==> config.mk <==
export PLATFORM = sky130hd
export DESIGN_NAME = hilo_muldiv
export DESIGN_NICKNAME = d
export VERILOG_FILES = /design/src/rtl/hilo_muldiv.sv
export SDC_FILE = /design/constraint.sdc
export NUM_CORES = 2
export LEC_CHECK = 0
export ABC_AREA = 1
export ABC_CLOCK_PERIOD_IN_PS = 29200
export CAP_MARGIN = 10
export CORE_MARGIN = 8
export CORE_UTILIZATION = 32
export CTS_CLUSTER_DIAMETER = 150
export CTS_CLUSTER_SIZE = 16
export DETAILED_ROUTE_END_ITERATION = 12
export PLACE_DENSITY = 0.43
export RECOVER_POWER = 50
export SYNTH_ARGS = -nofsm -noshare
export SYNTH_HDL_FRONTEND = slang
export SYNTH_SLANG_ARGS = --single-unit
==> constraint.sdc <==
create_clock -name clk -period 29.2 [get_ports clk]
set_input_delay 7.3 -clock clk [delete_from_list [all_inputs] [get_ports clk]]
set_output_delay 7.3 -clock clk [all_outputs]
set_load 0.005 [all_outputs]
==> src/rtl/hilo_muldiv.sv <==
// hilo_muldiv
//   HI/LO register pair with a multi-cycle multiply/divide engine for the
//   execute stage. MULT/MULTU write the full product in one extra cycle.
//   MADD*/MSUB* accumulate the product into {HI,LO}. DIV/DIVU run a
//   restoring radix-2 divider (DW cycles) and then a sign-fix cycle.
//   MTHI/MTLO write directly and are bypassed onto rdata in the same cycle.
//
// Ports
//   clk     clock
//   resetn  synchronous active-low reset
//   start   launch op (ignored while busy or while cancel=1)
//   op      0 MULT,1 MULTU,2 DIV,3 DIVU,4 MADD,5 MADDU,6 MSUB,7 MSUBU,
//           8 MTHI,9 MTLO, others no-op
//   src_a   multiplicand / dividend / MT data
//   src_b   multiplier / divisor
//   cancel  flush: abort an in-flight op, HI/LO untouched
//   ren     [1] read HI, [0] read LO
//   busy    engine occupied (registered)
//   done    one-cycle pulse after HI/LO were written by mul/div/acc
//   rdata   combinational read data
module hilo_muldiv #(
  parameter int DW   = 32,
  parameter int CNTW = 6
) (
  input  logic          clk,
  input  logic          resetn,
  input  logic          start,
  input  logic [3:0]    op,
  input  logic [DW-1:0] src_a,
  input  logic [DW-1:0] src_b,
  input  logic          cancel,
  input  logic [1:0]    ren,
  output logic          busy,
  output logic          done,
  output logic [DW-1:0] rdata
);

  typedef enum logic [1:0] {S_IDLE, S_MUL, S_DIV, S_FIX} state_t;

  state_t            r_state;
  state_t            w_state_next;
  logic [DW-1:0]     r_hi, r_lo;
  logic [3:0]        r_op;
  logic [DW-1:0]     r_a;       // multiplicand, or dividend shifting into quotient
  logic [DW-1:0]     r_b;       // multiplier, or divisor magnitude
  logic [DW-1:0]     r_rem;
  logic [DW-1:0]     r_src_a;   // raw dividend, returned in HI on divide-by-zero
  logic [CNTW-1:0]   r_cnt;
  logic              r_qneg, r_rneg, r_dz;
  logic              r_busy, r_done;

  logic              w_accept, w_launch_mul, w_launch_div;
  logic              w_mt_hi, w_mt_lo, w_commit;
  logic [2*DW-1:0]   w_a_ext, w_b_ext, w_prod, w_hilo, w_mul_result;
  logic [DW:0]       w_shift, w_diff;
  logic              w_qbit;
  logic              w_neg_a, w_neg_b;

  // ---------------- next-state / control ----------------
  always_comb begin
    w_state_next = r_state;
    w_launch_mul = 1'b0;
    w_launch_div = 1'b0;
    w_mt_hi      = 1'b0;
    w_mt_lo      = 1'b0;
    w_accept     = (r_state == S_IDLE) && start && !cancel;
    case (r_state)
      S_IDLE: begin
        if (w_accept) begin
          case (op)
            4'd0, 4'd1, 4'd4, 4'd5, 4'd6, 4'd7: begin
              w_launch_mul = 1'b1;
              w_state_next = S_MUL;
            end
            4'd2, 4'd3: begin
              w_launch_div = 1'b1;
              w_state_next = S_DIV;
            end
            4'd8:    w_mt_hi = 1'b1;
            4'd9:    w_mt_lo = 1'b1;
            default: ;
          endcase
        end
      end
      S_MUL: w_state_next = S_IDLE;
      S_DIV: begin
        if (cancel)
          w_state_next = S_IDLE;
        else if (r_cnt == CNTW'(DW - 1))
          w_state_next = S_FIX;
      end
      S_FIX:   w_state_next = S_IDLE;
      default: w_state_next = S_IDLE;
    endcase
    // A cancel in the completion cycle suppresses the HI/LO write.
    w_commit = !cancel && ((r_state == S_MUL) || (r_state == S_FIX));
  end

  // ---------------- multiply datapath ----------------
  // Sign/zero-extend to 2*DW so that one truncated multiply covers both
  // the signed and unsigned product.
  always_comb begin
    if (!r_op[0]) begin
      w_a_ext = {{DW{r_a[DW-1]}}, r_a};
      w_b_ext = {{DW{r_b[DW-1]}}, r_b};
    end else begin
      w_a_ext = {{DW{1'b0}}, r_a};
      w_b_ext = {{DW{1'b0}}, r_b};
    end
    w_prod = w_a_ext * w_b_ext;
    w_hilo = {r_hi, r_lo};
    case (r_op[2:1])
      2'b10:   w_mul_result = w_hilo + w_prod;
      2'b11:   w_mul_result = w_hilo - w_prod;
      default: w_mul_result = w_prod;
    endcase
  end

  // ---------------- divide datapath ----------------
  always_comb begin
    w_neg_a = !op[0] && src_a[DW-1];
    w_neg_b = !op[0] && src_b[DW-1];
    w_shift = {r_rem, r_a[DW-1]};
    w_diff  = w_shift - {1'b0, r_b};
    w_qbit  = !w_diff[DW];
  end

  // ---------------- state and registers ----------------
  always_ff @(posedge clk) begin
    if (!resetn) begin
      r_state <= S_IDLE;
      r_hi    <= '0;
      r_lo    <= '0;
      r_op    <= '0;
      r_a     <= '0;
      r_b     <= '0;
      r_rem   <= '0;
      r_src_a <= '0;
      r_cnt   <= '0;
      r_qneg  <= 1'b0;
      r_rneg  <= 1'b0;
      r_dz    <= 1'b0;
      r_busy  <= 1'b0;
      r_done  <= 1'b0;
    end else begin
      r_state <= w_state_next;
      r_busy  <= (w_state_next != S_IDLE);
      r_done  <= w_commit;

      if (w_mt_hi) r_hi <= src_a;
      if (w_mt_lo) r_lo <= src_a;

      if (w_launch_mul) begin
        r_op <= op;
        r_a  <= src_a;
        r_b  <= src_b;
      end

      if (w_launch_div) begin
        r_op    <= op;
        r_a     <= w_neg_a ? -src_a : src_a;
        r_b     <= w_neg_b ? -src_b : src_b;
        r_rem   <= '0;
        r_cnt   <= '0;
        r_qneg  <= w_neg_a ^ w_neg_b;
        r_rneg  <= w_neg_a;
        r_dz    <= (src_b == '0);
        r_src_a <= src_a;
      end

      if (r_state == S_DIV) begin
        r_rem <= w_qbit ? w_diff[DW-1:0] : w_shift[DW-1:0];
        r_a   <= {r_a[DW-2:0], w_qbit};
        r_cnt <= r_cnt + 1'b1;
      end

      if (w_commit && (r_state == S_MUL))
        {r_hi, r_lo} <= w_mul_result;

      if (w_commit && (r_state == S_FIX)) begin
        if (r_dz) begin
          r_lo <= '1;
          r_hi <= r_src_a;
        end else begin
          // The magnitude of the most negative dividend wraps back to itself,
          // which yields the required quotient/remainder for the overflow case.
          r_lo <= r_qneg ? -r_a : r_a;
          r_hi <= r_rneg ? -r_rem : r_rem;
        end
      end
    end
  end

  // ---------------- outputs ----------------
  assign busy = r_busy;
  assign done = r_done;

  always_comb begin
    rdata = '0;
    if (ren[1])
      rdata = w_mt_hi ? src_a : r_hi;
    else if (ren[0])
      rdata = w_mt_lo ? src_a : r_lo;
  end

endmodule

==> results.py <==
metrics = {
    "worst_setup_path": {
        "crit_chain": "dlygate4sd3_1 -> inv_1 -> nand4_1 -> inv_1 -> nand4_1 -> buf_4 -> nand2_1 -> o21ai_0 -> inv_1 -> o21ai_0 -> clkdlybuf4s50_1",
        "worstPathMaxFanout": 64,
        "cp_top_family": "buffers and inverters",
        "r2r_slack_ns": 15.31,
        "path_class": "input pin to output pin",
        "crit_arrival_ns": 10.25,
        "cpMostUsedCell": "inv_1",
        "endpoint_kind": "output pin",
        "start_kind": "input pin",
        "crit_path_top_delay_cell": "clkdlybuf4s50_1",
        "max_stage_delay_ns": 0.63,
        "cp.required_ns": 21.90,
        "cp_num_buf_inv": 6,
    },
    "floorplan": {
        "core.rowCount": 172,
        "start_util_pct": 32.1,
        "fp.dieArea_um2": 235000,
        "die_height_um": 485,
        "die_w_um": 485,
        "ios": 108,
        "core-area_um2": 219000,
    },
    "pwr": {
        "p_leak_nw": 41.3,
        "peakVddDrop_mv": 0.0268,
        "pwr_density_cell_nw_per_um2": 18.2,
        "power_mw": 1.37,
    },
    "yosys": {
        "syn_area_per_cell_um2": 7.38,
        "ys.flop_type": "dfxtp_1",
        "postSynthCellCount": 9522,
        "postSynth.asyncResetShare_pct": 0,
        "synth_top_area_cell": "fa_1",
        "yosys-top-cells-area": "fa_1 (41%), inv_1 (14%), nand2_1 (11%)",
        "synth-edff-count": 0,
        "syn_area_um2": 70300,
        "ys_warn_count": 0,
        "synth_top_area_share_pct": 40.9,
        "yosysSeqAreaShare_pct": 5.92,
        "ys_types": 66,
        "ys_ff_latch": 208,
        "syn_nets": 11400,
    },
    "cts": {
        "cts_inserted_buffers": 16,
        "ctsResizeCount": 0,
        "clockBufferDepth": 3,
        "cts_setup_buffers": 0,
        "cts_tree": "done",
        "clkLatencyLatePin_ns": 0.55,
        "clock-sinks": 208,
        "htree_levels": 1,
        "cts-root-buf": "clkbuf_16",
        "cts_hold_buf": 0,
        "clkTransAtPathRegs_ns": 0.08,
    },
    "detailed_routing": {
        "postRouteAntennaNets": 0,
        "wl_um": 293000,
        "vias_per_cell": 4.91,
        "first_iter_violations": 4597,
        "drc_errors": 0,
        "avgRoutedWirePerCell_um": 23.9,
        "vias": 60200,
        "first_pass_iters": 6,
    },
    "timing": {
        "period_needed_ns": 17.55,
        "fin_skew_ns": 0.0415,
        "tightest_slew_ns": 3.64,
        "period_share_pct": 60.1,
        "fin_setup_tns_ns": 0,
        "finalMaxSlewViolations": 343,
        "rsz0062_at_grt": "no",
        "finalHoldViolations": 0,
        "finalWorstSetupSlack_ns": 11.65,
        "fmax_ghz": 0.0570,
        "setup_viol": 0,
        "slew_headroom_pct": -142,
    },
    "outcome": {
        "violations": "max-capacitance violations, max-slew violations",
        "status": "finished with violations",
    },
    "place": {
        "routabilityCongestion": 0.971,
        "pre_cts_slack_ns": 11.77,
        "io_buffers": 107,
        "dpl.hpwl_um": 249000,
        "placedCellCount": 12200,
    },
    "finish": {
        "final_nets": 11300,
        "drive_gt1_share_pct": 3.74,
        "fin_cells": 12300,
        "mostFrequentLayoutCell": "inv_1",
        "syn_to_final_growth_pct": 6.70,
        "final_cell_mix": "inv_1 (2578), nand2_1 (2141), fa_1 (1435), nor2_1 (470), a21oi_1 (435)",
    },
    "global_routing": {
        "antenna_found_initial": 11,
        "grt_max_degree": 78,
        "grt_pass1_vias": 63500,
        "grt_pass1_wl_um": 434000,
        "grt_usage_pct": 24.6,
        "overflow": 0,
    },
    "hold_path": {
        "hp-class": "register to register",
    },
    "run": {
        "maxCapViolCount": 8,
    },
}
cells in the mapped netlist, types with 45 or more instances:
library cell,instances
a31oi_1,61
o21ai_0,371
nand4_1,57
inv_1,2575
nor2_1,475
clkbuf_1,331
ha_1,401
dfxtp_1,208
fa_1,1435
buf_1,62
xor2_1,162
o211ai_1,78
a21oi_1,435
nor3_1,65
nand3_1,221
xnor2_1,78
nand2_1,2142
inv_2,45
cell families (layout without fill, tap and decap cells):
| family | count (synthesis) | count (layout) | share of synthesized area (%) |
|---|---|---|---|
| buffers and inverters | 3030 | 2897 | 16.2 |
| adder cells (fa/ha/maj) | 1836 | 1836 | 48.0 |
| AND/OR/NAND/NOR | 3117 | 3117 | 18.1 |
| AO/OA/AOI/OAI | 1087 | 1087 | 8.67 |
| multiplexers | 1 | 1 | 0.0142 |
| other | 0 | 2 | 0 |
| flip-flops | 208 | 208 | 5.92 |
| XOR/XNOR | 243 | 243 | 3.07 |
worst reg2reg max path, delay by kind of cell (launching register included):
family | cells | cell delay (ns)
buffers and inverters | 8 | 1.29
xor gates and xnor gates | 2 | 0.67
and+or+nand+nor | 22 | 3.71
DFF | 1 | 0.70
AOI/OAI and AO/OA | 6 | 0.79
adders and majority gates | 12 | 6.45
worst paths after layout:
| path | from | end | cells past startpoint |
|---|---|---|---|
| max | cancel | rdata[28] | 11 |
| min | r_cnt[5] | r_cnt[5] | 2 |
| max reg2reg | r_a[31] | r_hi[31] | 50 |
| min reg2reg | r_cnt[5] | r_cnt[5] | 2 |
layer usage:
layer	GRT usage [%]	up-vias	share of wire (%)	routed length, um
met5	0	-	0.0044	13
met4	5.82	2	3.0	8920
met3	2.37	258	4.7	13800
met2	42.1	1559	48	139000
met1	33.7	30700	45	131000
li1	-	27700	-	-
power by group:
part / internal (mW) / switching, mW
registers: 0.291 / 0.0179
clock network: 0.100 / 0.124
logic: 0.255 / 0.577
sequential cells by signal (all words and copies together), names as in the netlist:
name,flops
r_a,32
r_b,32
r_hi,32
r_lo,32
r_rem,32
r_src_a,32
r_cnt,6
r_op,3
r_state,2
busy,1
done,1
r_dz,1
r_qneg,1
r_rneg,1
per-stage QoR:
step | hold slack, ns | area (um2) | utilization, %
2_1_floorplan | 0.441 | 70300 | -
3_3_place_gp | 0.451 | 74600 | 34.1
3_5_place_dp | 0.456 | 74600 | 34.1
4_1_cts | 0.468 | 75100 | 34.3
5_1_grt | 0.519 | 75000 | 34.2
6_report | 0.470 | 75000 | 34.2
cell type report:
class,count,area (um2)
clock inverter,1,16.3
inverter,2628,9870
fill,23600,144000
clock buffer,18,408
sequential,208,4210
antenna,2,5.00
tap,2871,3590
timing repair buffer,250,2120
multi-input combinational,6284,54800
No activity file was read; power rests on OpenSTA's default activity.
